==> src/rtl/uart_pkg.sv <==
// Shared types and constants for the UART receive path.
package uart_pkg;

    typedef enum logic [2:0] {
        IDLE,
        START,
        DATA,
        STOP,
        BRK_WAIT
    } rx_state_t;

    localparam int OVERSAMPLE    = 16;
    localparam int SAMPLE_MID    = 7;
    localparam int SAMPLE_DECIDE = 9;
    localparam int DATA_BITS     = 8;

    function automatic logic majority3(input logic a, input logic b, input logic c);
        return (a & b) | (a & c) | (b & c);
    endfunction

endpackage

==> src/rtl/uart_rx_fifo.sv <==
// Show-ahead receive FIFO; a push into a full FIFO is dropped unless a pop
// frees the head slot in the same cycle.
module uart_rx_fifo #(
    parameter int DEPTH = 4,
    parameter int WIDTH = 8
) (
    input  logic             clock,
    input  logic             resetn,
    input  logic             push,
    input  logic             pop,
    input  logic [WIDTH-1:0] wdata,
    output logic [WIDTH-1:0] rdata,
    output logic             full,
    output logic             empty,
    output logic             drop
);

    localparam int AW = $clog2(DEPTH);

    logic [AW:0]      wptr;
    logic [AW:0]      rptr;
    logic [WIDTH-1:0] mem [DEPTH];
    logic             do_push;
    logic             do_pop;

    // Extra pointer MSB separates the full and empty cases when the indices match.
    assign empty   = (wptr == rptr);
    assign full    = (wptr[AW] != rptr[AW]) && (wptr[AW-1:0] == rptr[AW-1:0]);
    assign do_pop  = pop && !empty;
    assign do_push = push && (!full || do_pop);
    assign drop    = push && full && !do_pop;
    assign rdata   = mem[rptr[AW-1:0]];

    always_ff @(posedge clock or negedge resetn) begin
        if (!resetn) begin
            wptr <= '0;
            rptr <= '0;
            for (int i = 0; i < DEPTH; i++) begin
                mem[i] <= '0;
            end
        end else begin
            if (do_push) begin
                mem[wptr[AW-1:0]] <= wdata;
                wptr              <= wptr + (AW+1)'(1);
            end
            if (do_pop) begin
                rptr <= rptr + (AW+1)'(1);
            end
        end
    end

endmodule

==> src/rtl/uart_rx_unit.sv <==
// 8N1 UART receiver: 2-flop synchronizer, 16x oversampling with 3-sample
// majority vote, framing-error detection and a show-ahead receive FIFO.
module uart_rx_unit
    import uart_pkg::*;
#(
    parameter int CLK_DIV    = 54,
    parameter int FIFO_DEPTH = 4
) (
    input  logic       clock,
    input  logic       resetn,
    input  logic       rxd,
    output logic [7:0] rx_data,
    output logic       rx_valid,
    input  logic       rx_ready,
    output logic       frame_err,
    output logic       overrun,
    input  logic       clr_overrun,
    output logic       busy
);

    localparam logic [15:0] DIV_LAST = 16'(CLK_DIV - 1);
    localparam logic [3:0]  T_MID    = 4'(SAMPLE_MID);
    localparam logic [3:0]  T_MID1   = 4'(SAMPLE_MID + 1);
    localparam logic [3:0]  T_DEC    = 4'(SAMPLE_DECIDE);
    localparam logic [3:0]  T_LAST   = 4'(OVERSAMPLE - 1);
    localparam logic [2:0]  BIT_LAST = 3'(DATA_BITS - 1);

    rx_state_t   state;
    rx_state_t   state_next;
    logic        sync_q;
    logic        s_rxd;
    logic [15:0] pre_cnt;
    logic        tick;
    logic [3:0]  tcnt;
    logic [2:0]  bit_idx;
    logic        samp_a;
    logic        samp_b;
    logic        vote;
    logic [7:0]  shreg;
    logic        decide;
    logic        bit_end;
    logic        start_det;
    logic        shift_en;
    logic        stop_ok;
    logic        stop_bad;
    logic        push_q;
    logic        ferr_q;
    logic        fifo_full;
    logic        fifo_empty;
    logic        fifo_drop;

    always_ff @(posedge clock or negedge resetn) begin
        if (!resetn) begin
            sync_q <= 1'b1;
            s_rxd  <= 1'b1;
        end else begin
            sync_q <= rxd;
            s_rxd  <= sync_q;
        end
    end

    assign tick    = (pre_cnt == DIV_LAST);
    assign decide  = tick && (tcnt == T_DEC);
    assign bit_end = tick && (tcnt == T_LAST);
    assign vote    = majority3(samp_a, samp_b, s_rxd);

    always_ff @(posedge clock or negedge resetn) begin
        if (!resetn) begin
            state <= IDLE;
        end else begin
            state <= state_next;
        end
    end

    always_comb begin
        state_next = state;
        case (state)
            IDLE:     if (!s_rxd) state_next = START;
            START:    if (decide && vote) state_next = IDLE;
                      else if (bit_end) state_next = DATA;
            DATA:     if (bit_end && bit_idx == BIT_LAST) state_next = STOP;
            STOP:     if (decide) state_next = vote ? IDLE : BRK_WAIT;
            BRK_WAIT: if (s_rxd) state_next = IDLE;
            default:  state_next = IDLE;
        endcase
    end

    always_comb begin
        start_det = 1'b0;
        shift_en  = 1'b0;
        stop_ok   = 1'b0;
        stop_bad  = 1'b0;
        case (state)
            IDLE:    start_det = !s_rxd;
            DATA:    shift_en  = decide;
            STOP: begin
                stop_ok  = decide && vote;
                stop_bad = decide && !vote;
            end
            default: ;
        endcase
    end

    assign busy = (state != IDLE);

    // Prescaler restarts on the start edge so every tick lands on a fixed bit phase.
    always_ff @(posedge clock or negedge resetn) begin
        if (!resetn) begin
            pre_cnt <= '0;
            tcnt    <= '0;
            bit_idx <= '0;
            samp_a  <= 1'b1;
            samp_b  <= 1'b1;
            shreg   <= '0;
            push_q  <= 1'b0;
            ferr_q  <= 1'b0;
        end else begin
            push_q <= stop_ok;
            ferr_q <= stop_bad;
            if (start_det) begin
                pre_cnt <= '0;
                tcnt    <= '0;
            end else if (tick) begin
                pre_cnt <= '0;
                tcnt    <= tcnt + 4'd1;
            end else begin
                pre_cnt <= pre_cnt + 16'd1;
            end
            if (tick && tcnt == T_MID)  samp_a <= s_rxd;
            if (tick && tcnt == T_MID1) samp_b <= s_rxd;
            if (shift_en) shreg <= {vote, shreg[7:1]};
            if (state == START && bit_end) begin
                bit_idx <= '0;
            end else if (state == DATA && bit_end) begin
                bit_idx <= bit_idx + 3'd1;
            end
        end
    end

    assign frame_err = ferr_q;

    uart_rx_fifo #(
        .DEPTH (FIFO_DEPTH),
        .WIDTH (8)
    ) u_fifo (
        .clock  (clock),
        .resetn (resetn),
        .push   (push_q),
        .pop    (rx_ready),
        .wdata  (shreg),
        .rdata  (rx_data),
        .full   (fifo_full),
        .empty  (fifo_empty),
        .drop   (fifo_drop)
    );

    assign rx_valid = !fifo_empty;

    // A new drop beats a same-cycle clear so no overrun is ever lost.
    always_ff @(posedge clock or negedge resetn) begin
        if (!resetn) begin
            overrun <= 1'b0;
        end else if (fifo_drop) begin
            overrun <= 1'b1;
        end else if (clr_overrun) begin
            overrun <= 1'b0;
        end
    end

endmodule

==> config.mk <==
export PLATFORM = sky130hd
export DESIGN_NAME = uart_rx_unit
export DESIGN_NICKNAME = d
export VERILOG_FILES = /design/src/rtl/uart_pkg.sv /design/src/rtl/uart_rx_fifo.sv /design/src/rtl/uart_rx_unit.sv
export SDC_FILE = /design/constraint.sdc
export NUM_CORES = 1
export LEC_CHECK = 0
export CORE_ASPECT_RATIO = 0.75
export CORE_MARGIN = 1
export CORE_UTILIZATION = 60
export CTS_CLUSTER_DIAMETER = 100
export DETAILED_ROUTE_END_ITERATION = 8
export PLACE_DENSITY = 0.79
export SYNTH_ARGS = -nofsm -noshare
export SYNTH_HDL_FRONTEND = slang
export SYNTH_SLANG_ARGS = --single-unit
==> constraint.sdc <==
create_clock -name clock -period 2.7 [get_ports clock]
set_input_delay 0.54 -clock clock [delete_from_list [all_inputs] [get_ports clock]]
set_output_delay 0.54 -clock clock [all_outputs]
set_load 0.05 [all_outputs]
==> impl_metrics.csv, run 1 <==
group,metric,value,unit
sta,drv_slew,0,
logic_synthesis,avgSynthCellArea,12.6,sq um
clock_tree,cts_made_buffers,9,
routing,firstDrtPassIters,4,
clock_tree,cts.repair.resized,0,
logic_synthesis,synth_flop_cell,"dfrtp_1",
worst_setup_path,path_class,"flop to output pin",
layout,drive_gt1_share,29.7,%
sta,fin_crit_sh,93.0,%
floorplanning,rows,24,
worst_setup_path,crit_chain,"mux4_2 -> clkdlybuf4s50_1",
logic_synthesis,syn_nets,313,
logic_synthesis,synth_cell_type_count,45,
logic_synthesis,yosysSeqAreaShare,53.2,%
sta,tightest_slew,0.940,ns
worst_setup_path,crit_slowest_cell,"clkdlybuf4s50_1",
floorplanning,die_w,93.0,um
floorplanning,coreArea,0.00589,sq mm
layout,fillerInstances,412,
logic_synthesis,netlist_area,0.00373,sq mm
sta,hold_viol,0,
sta,rsz0062_at_grt,"false",
routing,ant_nets,0,
clock_tree,clockBufferDepth,2,
worst_setup_path,regToRegEndpoint,"bit_idx[1]",
clock_tree,clock_latency,0.36,ns
worst_setup_path,crit_path_max_incr_delay,0.74,ns
sta,slew_headroom,37.3,%
power,cellPowerDensity,584,mW/mm^2
routing,routed_via_density,5.68,
logic_synthesis,synth_cells,296,
clock_tree,clk_pin_slew_worst_paths,0.08,ns
routing,routed_wl,6.46,mm
worst_setup_path,worstSetupEndpoint,"rx_data[6]",
logic_synthesis,ys_async_sr_fraction,100,%
sta,fin_skew,0.00995,ns
sta,setup_viol,0,
sta,fmax,398,MHz
floorplanning,die_h,70.2,um
global_route,grt_antenna_before_repair,0,
routing,vias,2316,
global_route,grt_max_degree,78,
clock_tree,postCtsSetupRepairBufs,0,
worst_setup_path,critPathArrivalTime,1.97,ns
hold_path,hold_class,"input pin to asynchronous set/reset pin",
global_route,globalRouteTotalUtil,23.3,%
layout,layout.nets,342,
global_route,grt-ovfl-total,0,
clock_tree,clock-sinks,79,
worst_setup_path,critPathLaunch,"u_fifo.rptr[1]",
sta,fin_setup_tns,0,ns
power,max-vdd-ir-drop,0.412,mV
floorplanning,initial_core_util,63.3,%
routing,wl_per_cell,15.8,um
layout,diodes,0,
worst_setup_path,end_kind,"output pin",
worst_setup_path,r2r_cells,7,
sta,timing.final.ws_setup,0.190,ns
power,p_leak,1.99,nW
clock_tree,cts_hold_buffers,0,
placed_design,pre_cts_ws,0.128,ns
placed_design,io_buffers,16,
worst_setup_path,crit_path_start_kind,"flop",
global_route,grt_pass1_wl,11.6,mm
logic_synthesis,synth_edf_count,0,
routing,drc,0,
routing,drtIter0Drc,102,
layout,finalNonFillerCells,408,
worst_setup_path,worst-path-max-fanout,2,
logic_synthesis,ys_ff_latch,79,
placed_design,dp.cells,392,
sta,min_period,2.51,ns
layout,area_delta_synth_final,12.7,%
clock_tree,cts_root_buf,"clkbuf_8",
placed_design,dp_hpwl,4.40,mm
worst_setup_path,ff2ff_setup_slack,0.39,ns
floorplanning,boundaryPins,17,
global_route,grt_pass1_vias,2325,
worst_setup_path,worst_r2r_startpoint,"pre_cnt[1]",
placed_design,gp_congestion,0.789,
status,status,"completed",
floorplanning,die-area,0.00653,sq mm
worst_setup_path,worstPathRequired,2.16,ns
clock_tree,h-tree-depth,3,
clock_tree,cts_tree,"yes",
logic_synthesis,ys_warn_count,0,
job,maxCapViolations,0,
-- cells by family (layout without fill, tap and decap cells) --
| kind of cell | count (synthesis) | count (layout) | synth area share, % |
|---|---|---|---|
| AO/OA/AOI/OAI | 18 | 18 | 3.22 |
| multiplexers | 51 | 51 | 17.8 |
| buffers and inverters | 13 | 47 | 1.61 |
| flip-flops | 79 | 79 | 53.2 |
| adder cells (fa/ha/maj) | 13 | 13 | 4.30 |
| XOR/XNOR | 24 | 24 | 5.64 |
| AND/OR/NAND/NOR | 98 | 98 | 14.2 |
-- cell usage in the layout, fill, tap and decap left out, types with 2 or more instances in the layout --
master	instances
nand3_1	9
bufinv_16	2
ha_1	12
clkdlybuf4s50_1	7
buf_4	17
dfrtp_1	75
clkinv_2	2
o21ai_0	7
nand2_1	17
nor3_1	3
xor2_1	11
mux2_2	43
nor2_1	38
dfstp_2	4
nand3b_1	4
or3_1	2
nand2b_1	4
a22o_1	2
xnor2_1	13
clkinvlp_4	2
nor4_4	2
inv_1	7
nand4_1	5
mux4_2	8
nor4b_1	2
clkbuf_8	9
-- flip-flops by register name, summed over array words and instances, names as in the netlist --
name and flops:
bit_idx 3, frame_err 1, overrun 1, pre_cnt 16, push_q 1, s_rxd 1
samp_a 1, samp_b 1, shreg 8, state 3, sync_q 1, tcnt 4
u_fifo.mem 32, u_fifo.rptr 3, u_fifo.wptr 3
-- how the worst min path moves through the flow --
stage / startpoint / slack, ns / end / depth (start not counted)
after floorplan: resetn / 0.24 / bit_idx[0] / 0
after global placement: sync_q / 0.35 / s_rxd / 0
after global routing: sync_q / 0.36 / s_rxd / 0
after CTS: sync_q / 0.35 / s_rxd / 0
after detailed placement: sync_q / 0.35 / s_rxd / 0
final: resetn / 0.33 / u_fifo.mem[9] / 1
-- cell usage after synthesis (2+ instances only) --
cell type | n | area [sq um]
mux2_2 | 43 | 484
inv_1 | 7 | 26.3
xnor2_1 | 13 | 114
nor4b_1 | 2 | 17.5
nand2_1 | 17 | 63.8
a22o_1 | 2 | 17.5
nor4_4 | 2 | 42.5
nor2_1 | 38 | 143
mux4_2 | 8 | 180
nand3_1 | 9 | 45.0
nand4_1 | 5 | 31.3
dfrtp_1 | 75 | 1880
dfstp_2 | 4 | 105
xor2_1 | 11 | 96.3
buf_2 | 3 | 15.0
nor3_1 | 3 | 15.0
ha_1 | 12 | 150
o21ai_0 | 7 | 35.0
or3_1 | 2 | 12.5
nand3b_1 | 4 | 30.0
nand2b_1 | 4 | 25.0
buf_4 | 2 | 15.0
-- worst max-delay path, delay by kind of cell (launching register included) --
kind,cells,cell delay (ns)
multiplexers,1,0.50
buffers and inverters,1,0.74
flip-flops,1,0.38
-- per-layer routing --
layer	vias up	track usage, %	share of wire [%]
li1	1110	-	-
met1	1155	35.2	53
met2	40	32.9	42
met3	11	6.54	4.0
met4	0	7.18	1.4
met5	-	0	0
-- layout make-up --
| cell class | count | area (sq um) | area share [%] |
|---|---|---|---|
| flip-flops and latches | 79 | 1980 | 47.2 |
| multi-input cells | 204 | 1680 | 40.1 |
| repair buffers | 24 | 198 | 4.71 |
| clock buffers | 10 | 128 | 3.04 |
| well taps | 78 | 97.6 | 2.32 |
| clock inverters | 6 | 85.1 | 2.03 |
| inverters | 7 | 26.3 | 0.626 |
-- where the power goes --
group	switching, mW	total [mW]	internal (mW)
sequential	0.0339	1.24	1.21
clock	0.425	0.943	0.517
combinational	0.142	0.269	0.127
total	0.601	2.45	1.85
-- stage by stage --
stage	total power [mW]	utilization [%]	cell area, sq um	hold WS (ns)
after global routing	2.56	71.4	4200	0.358
after global placement	1.54	67.8	3990	0.346
after CTS	2.49	71.4	4200	0.352
after floorplan	1.45	-	3730	0.244
final	2.45	71.4	4200	0.330
after detailed placement	1.55	67.8	3990	0.349
Power figures use the tool's default switching activity.
==> inputs of run 2 (changes only) <==
TNS_END_PERCENT = 100   (was unset)
==> results of run 2 <==
No change in the layout: final DEF, timing and power equal those of run 1.
